[src/rtl/router_fsm.sv]
// Packet-level controller for the 1x3 router: header decode, payload load, full stall, parity load/check.
// Optional ROUTER_FSM_DROP_EN adds a DROP_PKT state that silently consumes packets addressed to 3.
module router_fsm #(
  parameter int NUM_DEST = 3,
  parameter int STATE_W  = 4
) (
  input  logic       clk,
  input  logic       rstn,
  input  logic       pkt_valid,
  input  logic [1:0] data_in,
  input  logic       fifo_full,
  input  logic       fifo_empty_0,
  input  logic       fifo_empty_1,
  input  logic       fifo_empty_2,
  input  logic       soft_rst_0,
  input  logic       soft_rst_1,
  input  logic       soft_rst_2,
  input  logic       parity_done,
  input  logic       low_pkt_valid,
  output logic       detect_add,
  output logic       write_enb_reg,
  output logic       lfd_state,
  output logic       ld_state,
  output logic       laf_state,
  output logic       full_state,
  output logic       rst_int_reg,
  output logic       busy
);

  typedef enum logic [STATE_W-1:0] {
    DECODE_ADDRESS,
    LOAD_FIRST_DATA,
    LOAD_DATA,
    FIFO_FULL_STATE,
    LOAD_AFTER_FULL,
    LOAD_PARITY,
    CHECK_PARITY_ERROR,
    WAIT_TILL_EMPTY
`ifdef ROUTER_FSM_DROP_EN
    , DROP_PKT
`endif
  } state_t;

  state_t     state;
  state_t     nxt;
  logic [1:0] addr_q;
  logic       addr_ok;
  logic       empty_in;
  logic       empty_q;
  logic       soft_hit;

  // Output bundle order: detect_add, write_enb_reg, lfd, ld, laf, full, rst_int_reg, busy
  function automatic logic [7:0] decode(input state_t s);
    case (s)
      DECODE_ADDRESS:     decode = 8'b1000_0000;
      LOAD_FIRST_DATA:    decode = 8'b0010_0001;
      LOAD_DATA:          decode = 8'b0101_0000;
      FIFO_FULL_STATE:    decode = 8'b0000_0101;
      LOAD_AFTER_FULL:    decode = 8'b0100_1001;
      LOAD_PARITY:        decode = 8'b0100_0001;
      CHECK_PARITY_ERROR: decode = 8'b0000_0011;
      WAIT_TILL_EMPTY:    decode = 8'b0000_0001;
      default:            decode = 8'b0000_0000;
    endcase
  endfunction

  assign addr_ok = (int'(data_in) < NUM_DEST);

  always_comb begin
    empty_in = 1'b0;
    case (data_in)
      2'd0:    empty_in = fifo_empty_0;
      2'd1:    empty_in = fifo_empty_1;
      2'd2:    empty_in = fifo_empty_2;
      default: empty_in = 1'b0;
    endcase
    empty_q  = 1'b0;
    soft_hit = 1'b0;
    case (addr_q)
      2'd0:    begin empty_q = fifo_empty_0; soft_hit = soft_rst_0; end
      2'd1:    begin empty_q = fifo_empty_1; soft_hit = soft_rst_1; end
      2'd2:    begin empty_q = fifo_empty_2; soft_hit = soft_rst_2; end
      default: begin empty_q = 1'b0;         soft_hit = 1'b0;       end
    endcase
  end

  always_comb begin
    nxt = state;
    if (soft_hit) begin
      nxt = DECODE_ADDRESS;
    end else begin
      case (state)
        DECODE_ADDRESS: begin
          if (pkt_valid && addr_ok) nxt = empty_in ? LOAD_FIRST_DATA : WAIT_TILL_EMPTY;
`ifdef ROUTER_FSM_DROP_EN
          else if (pkt_valid)       nxt = DROP_PKT;
`endif
        end
        LOAD_FIRST_DATA: nxt = LOAD_DATA;
        LOAD_DATA: begin
          if (fifo_full)       nxt = FIFO_FULL_STATE;
          else if (!pkt_valid) nxt = LOAD_PARITY;
        end
        FIFO_FULL_STATE: if (!fifo_full) nxt = LOAD_AFTER_FULL;
        LOAD_AFTER_FULL: begin
          if (parity_done)        nxt = DECODE_ADDRESS;
          else if (low_pkt_valid) nxt = LOAD_PARITY;
          else                    nxt = LOAD_DATA;
        end
        LOAD_PARITY:        nxt = CHECK_PARITY_ERROR;
        CHECK_PARITY_ERROR: nxt = fifo_full ? FIFO_FULL_STATE : DECODE_ADDRESS;
        WAIT_TILL_EMPTY:    if (empty_q) nxt = LOAD_FIRST_DATA;
`ifdef ROUTER_FSM_DROP_EN
        DROP_PKT:           if (!pkt_valid) nxt = DECODE_ADDRESS;
`endif
        default:            nxt = DECODE_ADDRESS;
      endcase
    end
  end

  // Outputs are registered from the next state, so they track the state register with no extra latency.
  always_ff @(posedge clk) begin
    if (!rstn) begin
      state  <= DECODE_ADDRESS;
      addr_q <= '0;
      {detect_add, write_enb_reg, lfd_state, ld_state,
       laf_state, full_state, rst_int_reg, busy} <= decode(DECODE_ADDRESS);
    end else begin
      state <= nxt;
      if (state == DECODE_ADDRESS && pkt_valid) addr_q <= data_in;
      {detect_add, write_enb_reg, lfd_state, ld_state,
       laf_state, full_state, rst_int_reg, busy} <= decode(nxt);
    end
  end

endmodule

[config.mk]
export PLATFORM = sky130hd
export DESIGN_NAME = router_fsm
export DESIGN_NICKNAME = d
export VERILOG_FILES = /design/src/rtl/router_fsm.sv
export SDC_FILE = /design/constraint.sdc
export NUM_CORES = 1
export LEC_CHECK = 0
export ABC_AREA = 1
export BUFFER_PORTS_ARGS = -buffer_cell sky130_fd_sc_hd__clkbuf_2
export CAP_MARGIN = 20
export CORE_MARGIN = 2
export CORE_UTILIZATION = 30
export DETAILED_ROUTE_END_ITERATION = 8
export PLACE_DENSITY_LB_ADDON = 0.2
export SYNTH_ARGS = -nofsm -noshare
export SYNTH_HDL_FRONTEND = slang
export SYNTH_SLANG_ARGS = --single-unit
export TNS_END_PERCENT = 1
[constraint.sdc]
create_clock -name clk -period 1.3 [get_ports clk]
set_input_delay 0.065 -clock clk [delete_from_list [all_inputs] [get_ports clk]]
set_output_delay 0.065 -clock clk [all_outputs]
set_load 0.02 [all_outputs]
==> flow_summary.toml, run 1 <==
[floorplan]
dieArea_sq_mm = 0.002946
die_x_um = 54.28
start_util_pct = 31.17
rows = 18
pin_count = 22
dieHeight_um = 54.28
core-area_sq_mm = 0.002432

[grt]
grt_start_max_net_pins = 9
grt_pass1_vias = 651
grt_usage_pct = 12.39
grt_overflow = 0
antenna_found_initial = 0
grt_first_pass_wirelength_um = 2649

[pwr]
powerDensity_mw_per_mm2 = 900.7
internal-power_uw = 667.9
clkPwrFrac_pct = 34.2
seqPwrFrac_pct = 49.9
vdd_drop_max_mv = 0.7262
p_sw_share_pct = 26.56
p_comb_share_pct = 15.9
power_switching_uw = 241.5
leakage_nw = 0.5402

[place]
gp_congestion = 0.8055
dp_hpwl_um = 1310
pre_cts_ws_ns = -0.1018
place_area_sq_um = 923.4
io_buffers = 21

[layout]
nets = 159
largest_reg_flops = 4
fin_util_pct = 41.51
area_delta_synth_final_pct = 33.17
drive_gt1_share_pct = 40.28
regMostFlops = "state"
stdcell_area_sq_mm = 0.001010
reg_top3 = "state x4, addr_q x2"
antennaDiodeCount = 0

[clocking]
clock_sinks = 14
clockBufferDepth = 2
cts_hold_buf = 0
postCtsSetupBuffers = 0
tritoncts = "yes"
clk_root_buffer_cell = "clkbuf_4"
path_clk_slew_ns = 0.09
clkLatencyLatePin_ns = 0.28
cts_made_buffers = 3
cts_htree_levels = 1

[setup_path]
crit_type = "reg -> reg"
r2r_end = "write_enb_reg$_SDFF_PP0_"
regToRegSetupSlack_ns = -0.04
cp-endpoint = "write_enb_reg$_SDFF_PP0_"
reg2reg_depth = 9
crit_arrival_ns = 1.57
timing.rr.start = "state[3]$_SDFF_PN0_"
crit_path_max_fanout = 5
worstPathRequired_ns = 1.52
startpoint = "state[3]$_SDFF_PN0_"
crit_path_end_kind = "flop"
startpoint_type = "flop"

[drt]
dr.max_layer_used = "met4"
post_drt_wl_per_cell_um = 9.339
drt-vias-per-instance = 4.575
route.detailed.drc = 0
dr_wl_met3_um = 102
wl_met1_um = 731
drt_iter0_markers = 15
drtPass1Iterations = 4
antenna_left = 0
wl_um = 1625
route.vias.total = 796
wl_met2_um = 762

[timing]
finalCritPeriodShare_pct = 103.4
period_needed_ns = 1.344
whs_ns = -0.0001336
rsz0062_at_grt = "true"
setup_viol = 5
setup_ws_ns = -0.04421
fmax_mhz = 743.9
clock_skew_ns = 0.01320
setup_tns_ns = -0.1617
final-max-slew-violation-count = 0
hold_viol = 1

[worst_hold_path]
min_path_type = "in -> reg"

[synth]
seq_area_frac_synth_pct = 36.96
synth_cell_types = 18
syn_area_sq_um = 758.2
synth.net_count = 130
synthCells = 116
yosysWarnings = 0
avgSynthCellArea_sq_um = 6.536
ys_ff_latch = 14

[outcome]
status = "finished, violations left"
violations = "negative hold slack, negative setup slack"

[job]
drv_cap = 0
[cell type report]
class / instances / area, sq um
multi-input cells: 83 / 447.9
repair buffers: 24 / 127.6
well taps: 30 / 37.54
flip-flops and latches: 14 / 289.0
clock buffers: 4 / 36.28
inverters: 19 / 71.32
fillers: 260 / 1423
[logic make-up after synthesis]
group	synth area share [%]
buffers and inverters	9.406
flip-flops	36.96
other	0.4946
AND/OR/NAND/NOR	48.51
AO/OA/AOI/OAI	4.620
[cell usage in the layout (no fill, tap or decap), types with 6 or more instances in the layout]
master	n
nand2_1	21
clkbuf_2	21
nand3_1	19
nor2_1	14
inv_1	13
dfxtp_1	9
nand2_2	7
inv_2	6
[synthesized netlist by cell type]
library cell / count / area (sq um)
nor3_2: 1 / 10.01
nor2_1: 15 / 56.30
conb_1: 1 / 3.750
nor3b_1: 1 / 7.510
nand3_2: 2 / 20.02
a21oi_1: 4 / 20.02
o21ai_0: 2 / 10.01
nor2_4: 1 / 11.26
inv_1: 14 / 52.55
nand2_2: 5 / 31.28
inv_2: 5 / 18.77
nor3_1: 1 / 5.000
nand2_1: 23 / 86.33
nor2_2: 6 / 37.54
nand3_1: 19 / 95.09
nand3b_1: 1 / 7.510
o21ai_1: 1 / 5.000
dfxtp_1: 14 / 280.3
[worst max-delay path: stages, from the launching register on]
cell and delay (ns):
dfxtp_4 0.38, nor2_4 0.13, nand2_2 0.09, nor3_4 0.14, nand2_2 0.11, nand3_2 0.10, nand2_2 0.09, nor2_2 0.12
nand2_1 0.08, nand2_1 0.06
[metal layers]
layer / track usage [%] / up-vias
li1: - / 423
met2: 19.68 / 26
met4: 5.000 / 0
met3: 2.459 / 6
met5: 0 / -
met1: 16.41 / 341
[power by group through the flow]
stage	Clock [mW]	Combinational, mW	Sequential [mW]
2_1_floorplan	0	0.0791	0.467
3_3_place_gp	0	0.135	0.462
3_5_place_dp	0	0.136	0.462
4_1_cts	0.317	0.141	0.454
5_1_grt	0.330	0.163	0.456
6_report	0.311	0.145	0.454
[through the flow]
step | total power, mW | std cells
floorplan | 0.5460 | 116
global placement | 0.5975 | 170
detailed placement | 0.5982 | 170
CTS | 0.9129 | 174
global route | 0.9486 | 174
finish | 0.9094 | 174
[timing repair]
item	4_1_cts	5_1_grt
setup endpoints to repair	10	11
pin swaps	1	3
gates cloned	0	0
gates resized for setup	9	7
[worst min path at each step]
stage | end | start | slack, ns | depth (start not counted)
after floorplan | detect_add$_SDFF_PN1_ | rstn | 0.13 | 1
after global placement | detect_add$_SDFF_PN1_ | rstn | 0.29 | 2
after detailed placement | detect_add$_SDFF_PN1_ | rstn | 0.29 | 2
after CTS | detect_add$_SDFF_PN1_ | rstn | 0.001 | 2
after global routing | detect_add$_SDFF_PN1_ | rstn | 0.02 | 2
final | detect_add$_SDFF_PN1_ | rstn | -0.0001 | 2
No activity file was read; power rests on OpenSTA's default activity.
==> run 2: changes to the inputs <==
- HOLD_SLACK_MARGIN: default -> 0.05
- PLACE_DENSITY: default -> 0.6
- PLACE_DENSITY_LB_ADDON: 0.2 -> default
- SLEW_MARGIN: default -> 20
==> flow_summary.toml, run 2 (same netlist as run 1, synthesis figures left out) <==
[outcome]
status = "finished, violations left"
violations = "negative setup slack"

[setup_path]
startpoint_type = "flop"
crit_type = "reg -> reg"
startpoint = "state[2]$_SDFF_PN0_"
worstPathRequired_ns = 1.52
crit_path_end_kind = "flop"
crit_path_max_fanout = 4
crit_arrival_ns = 1.56
timing.rr.start = "state[2]$_SDFF_PN0_"

[pwr]
internal-power_uw = 667.1
leakage_nw = 0.5433
seqPwrFrac_pct = 49.3
clkPwrFrac_pct = 34.5
power_switching_uw = 246.3
total_power_uw = 913.4
vdd_drop_max_mv = 0.5217
powerDensity_mw_per_mm2 = 895.8
p_sw_share_pct = 26.97
p_comb_share_pct = 16.2

[timing]
clock_skew_ns = 0.007968
whs_ns = 0.1280
rsz0062_at_grt = "true"
period_needed_ns = 1.344
final-max-slew-violation-count = 0
setup_viol = 5
finalCritPeriodShare_pct = 103.4
fmax_mhz = 744.3
hold_viol = 0
setup_ws_ns = -0.04360

[place]
gp_congestion = 0.7218
dp_hpwl_um = 1338
dp_cells = 170
pre_cts_ws_ns = -0.1287
io_buffers = 21

[layout]
final_cell_count_no_fill = 175
final_cell_mix = "nand2_1, clkbuf_2, nand3_1"
reg_top3 = "state x4, addr_q x2"
nFillCells = 263
layout.cells.most_common = "nand2_1"
antennaDiodeCount = 0
nets = 160
drive_gt1_share_pct = 39.31
area_delta_synth_final_pct = 34.49
regMostFlops = "state"
fin_util_pct = 41.92
largest_reg_flops = 4

[job]
drv_cap = 0

[grt]
antenna_found_initial = 0
grt_pass1_vias = 731
grt_start_max_net_pins = 9
grt_overflow = 0
grt_first_pass_wirelength_um = 2856
grt_usage_pct = 13.23

[floorplan]
die_x_um = 54.28
core-area_sq_mm = 0.002432
dieHeight_um = 54.28
rows = 18
pin_count = 22
start_util_pct = 31.17
dieArea_sq_mm = 0.002946

[drt]
wl_um = 1675
route.detailed.drc = 0
antenna_left = 0
drt-vias-per-instance = 4.600
post_drt_wl_per_cell_um = 9.571
route.vias.total = 805
drt_iter0_markers = 16
drtPass1Iterations = 4

[worst_hold_path]
min_path_type = "in -> reg"
worstHoldStart = "data_in[1]"

[clocking]
clock_sinks = 14
postCtsSetupBuffers = 0
path_clk_slew_ns = 0.09
tritoncts = "yes"
clockBufferDepth = 2
clkLatencyLatePin_ns = 0.28
clk_root_buffer_cell = "clkbuf_4"
cts_made_buffers = 3
cts_htree_levels = 1
## run 2: changes by cell type in the layout (fill, tap and decap cells not counted), sizes merged
| cell | change |
|---|---|
| dlygate4sd3 | +1 |
## run 2: area by class of cell
cell class	count	area, sq um	share of cell area, %
multi-input cells	83	442.9	43.44
well taps	30	37.54	3.681
inverters	19	71.32	6.994
clock buffers	4	36.28	3.558
flip-flops and latches	14	294.0	28.83
repair buffers	25	137.6	13.50
## run 2: worst paths after layout
| check | to | slack (ns) | cells past startpoint |
|---|---|---|---|
| min | addr_q[1]$_SDFFE_PN0P_ | 0.13 | 3 |
| max reg2reg | lfd_state$_SDFF_PP0_ | -0.04 | 11 |
| min reg2reg | addr_q[0]$_SDFFE_PN0P_ | 0.53 | 2 |
| max | lfd_state$_SDFF_PP0_ | -0.04 | 11 |
## run 2: timing repair
| action | CTS | global route |
|---|---|---|
| hold buffers | 1 | 0 |
| endpoints found under the hold margin | 1 | 0 |
| pin swaps | 1 | 0 |
| cloned | 0 | 0 |
| setup endpoints to repair | 10 | 10 |
| gates resized for setup | 12 | 5 |
## run 2: routing by layer
layer	vias to the layer above	GRT usage [%]	share of wire [%]
met4	0	6.250	1.4
li1	419	-	-
met2	18	21.89	47
met3	4	1.639	5.0
met1	364	17.00	46
met5	-	0	0
## run 2: through the flow
step,TNS (ns),instance area [sq um]
2_1_floorplan,0,758.2
3_3_place_gp,-0.5768,923.4
3_5_place_dp,-0.7560,923.4
4_1_cts,-0.1083,1003
5_1_grt,-1.121,1020
6_report,-0.1011,1020
## run 2: power groups by stage
stage	Clock, mW	Sequential [mW]	Combinational [mW]
final	0.315	0.450	0.148
after global routing	0.335	0.452	0.169
after CTS	0.324	0.452	0.144
after detailed placement	0	0.462	0.136
after global placement	0	0.462	0.135
after floorplan	0	0.467	0.0791
## run 2: critical path, cell delays in order (launching register included)
cell	delay [ns]
dfxtp_2	0.35
inv_2	0.09
nand2_1	0.06
nor2_1	0.14
nand2_1	0.08
nand2_1	0.06
nor2_1	0.04
nand2_1	0.09
nand2_2	0.09
inv_2	0.07
nand3b_1	0.10
nor2_1	0.10
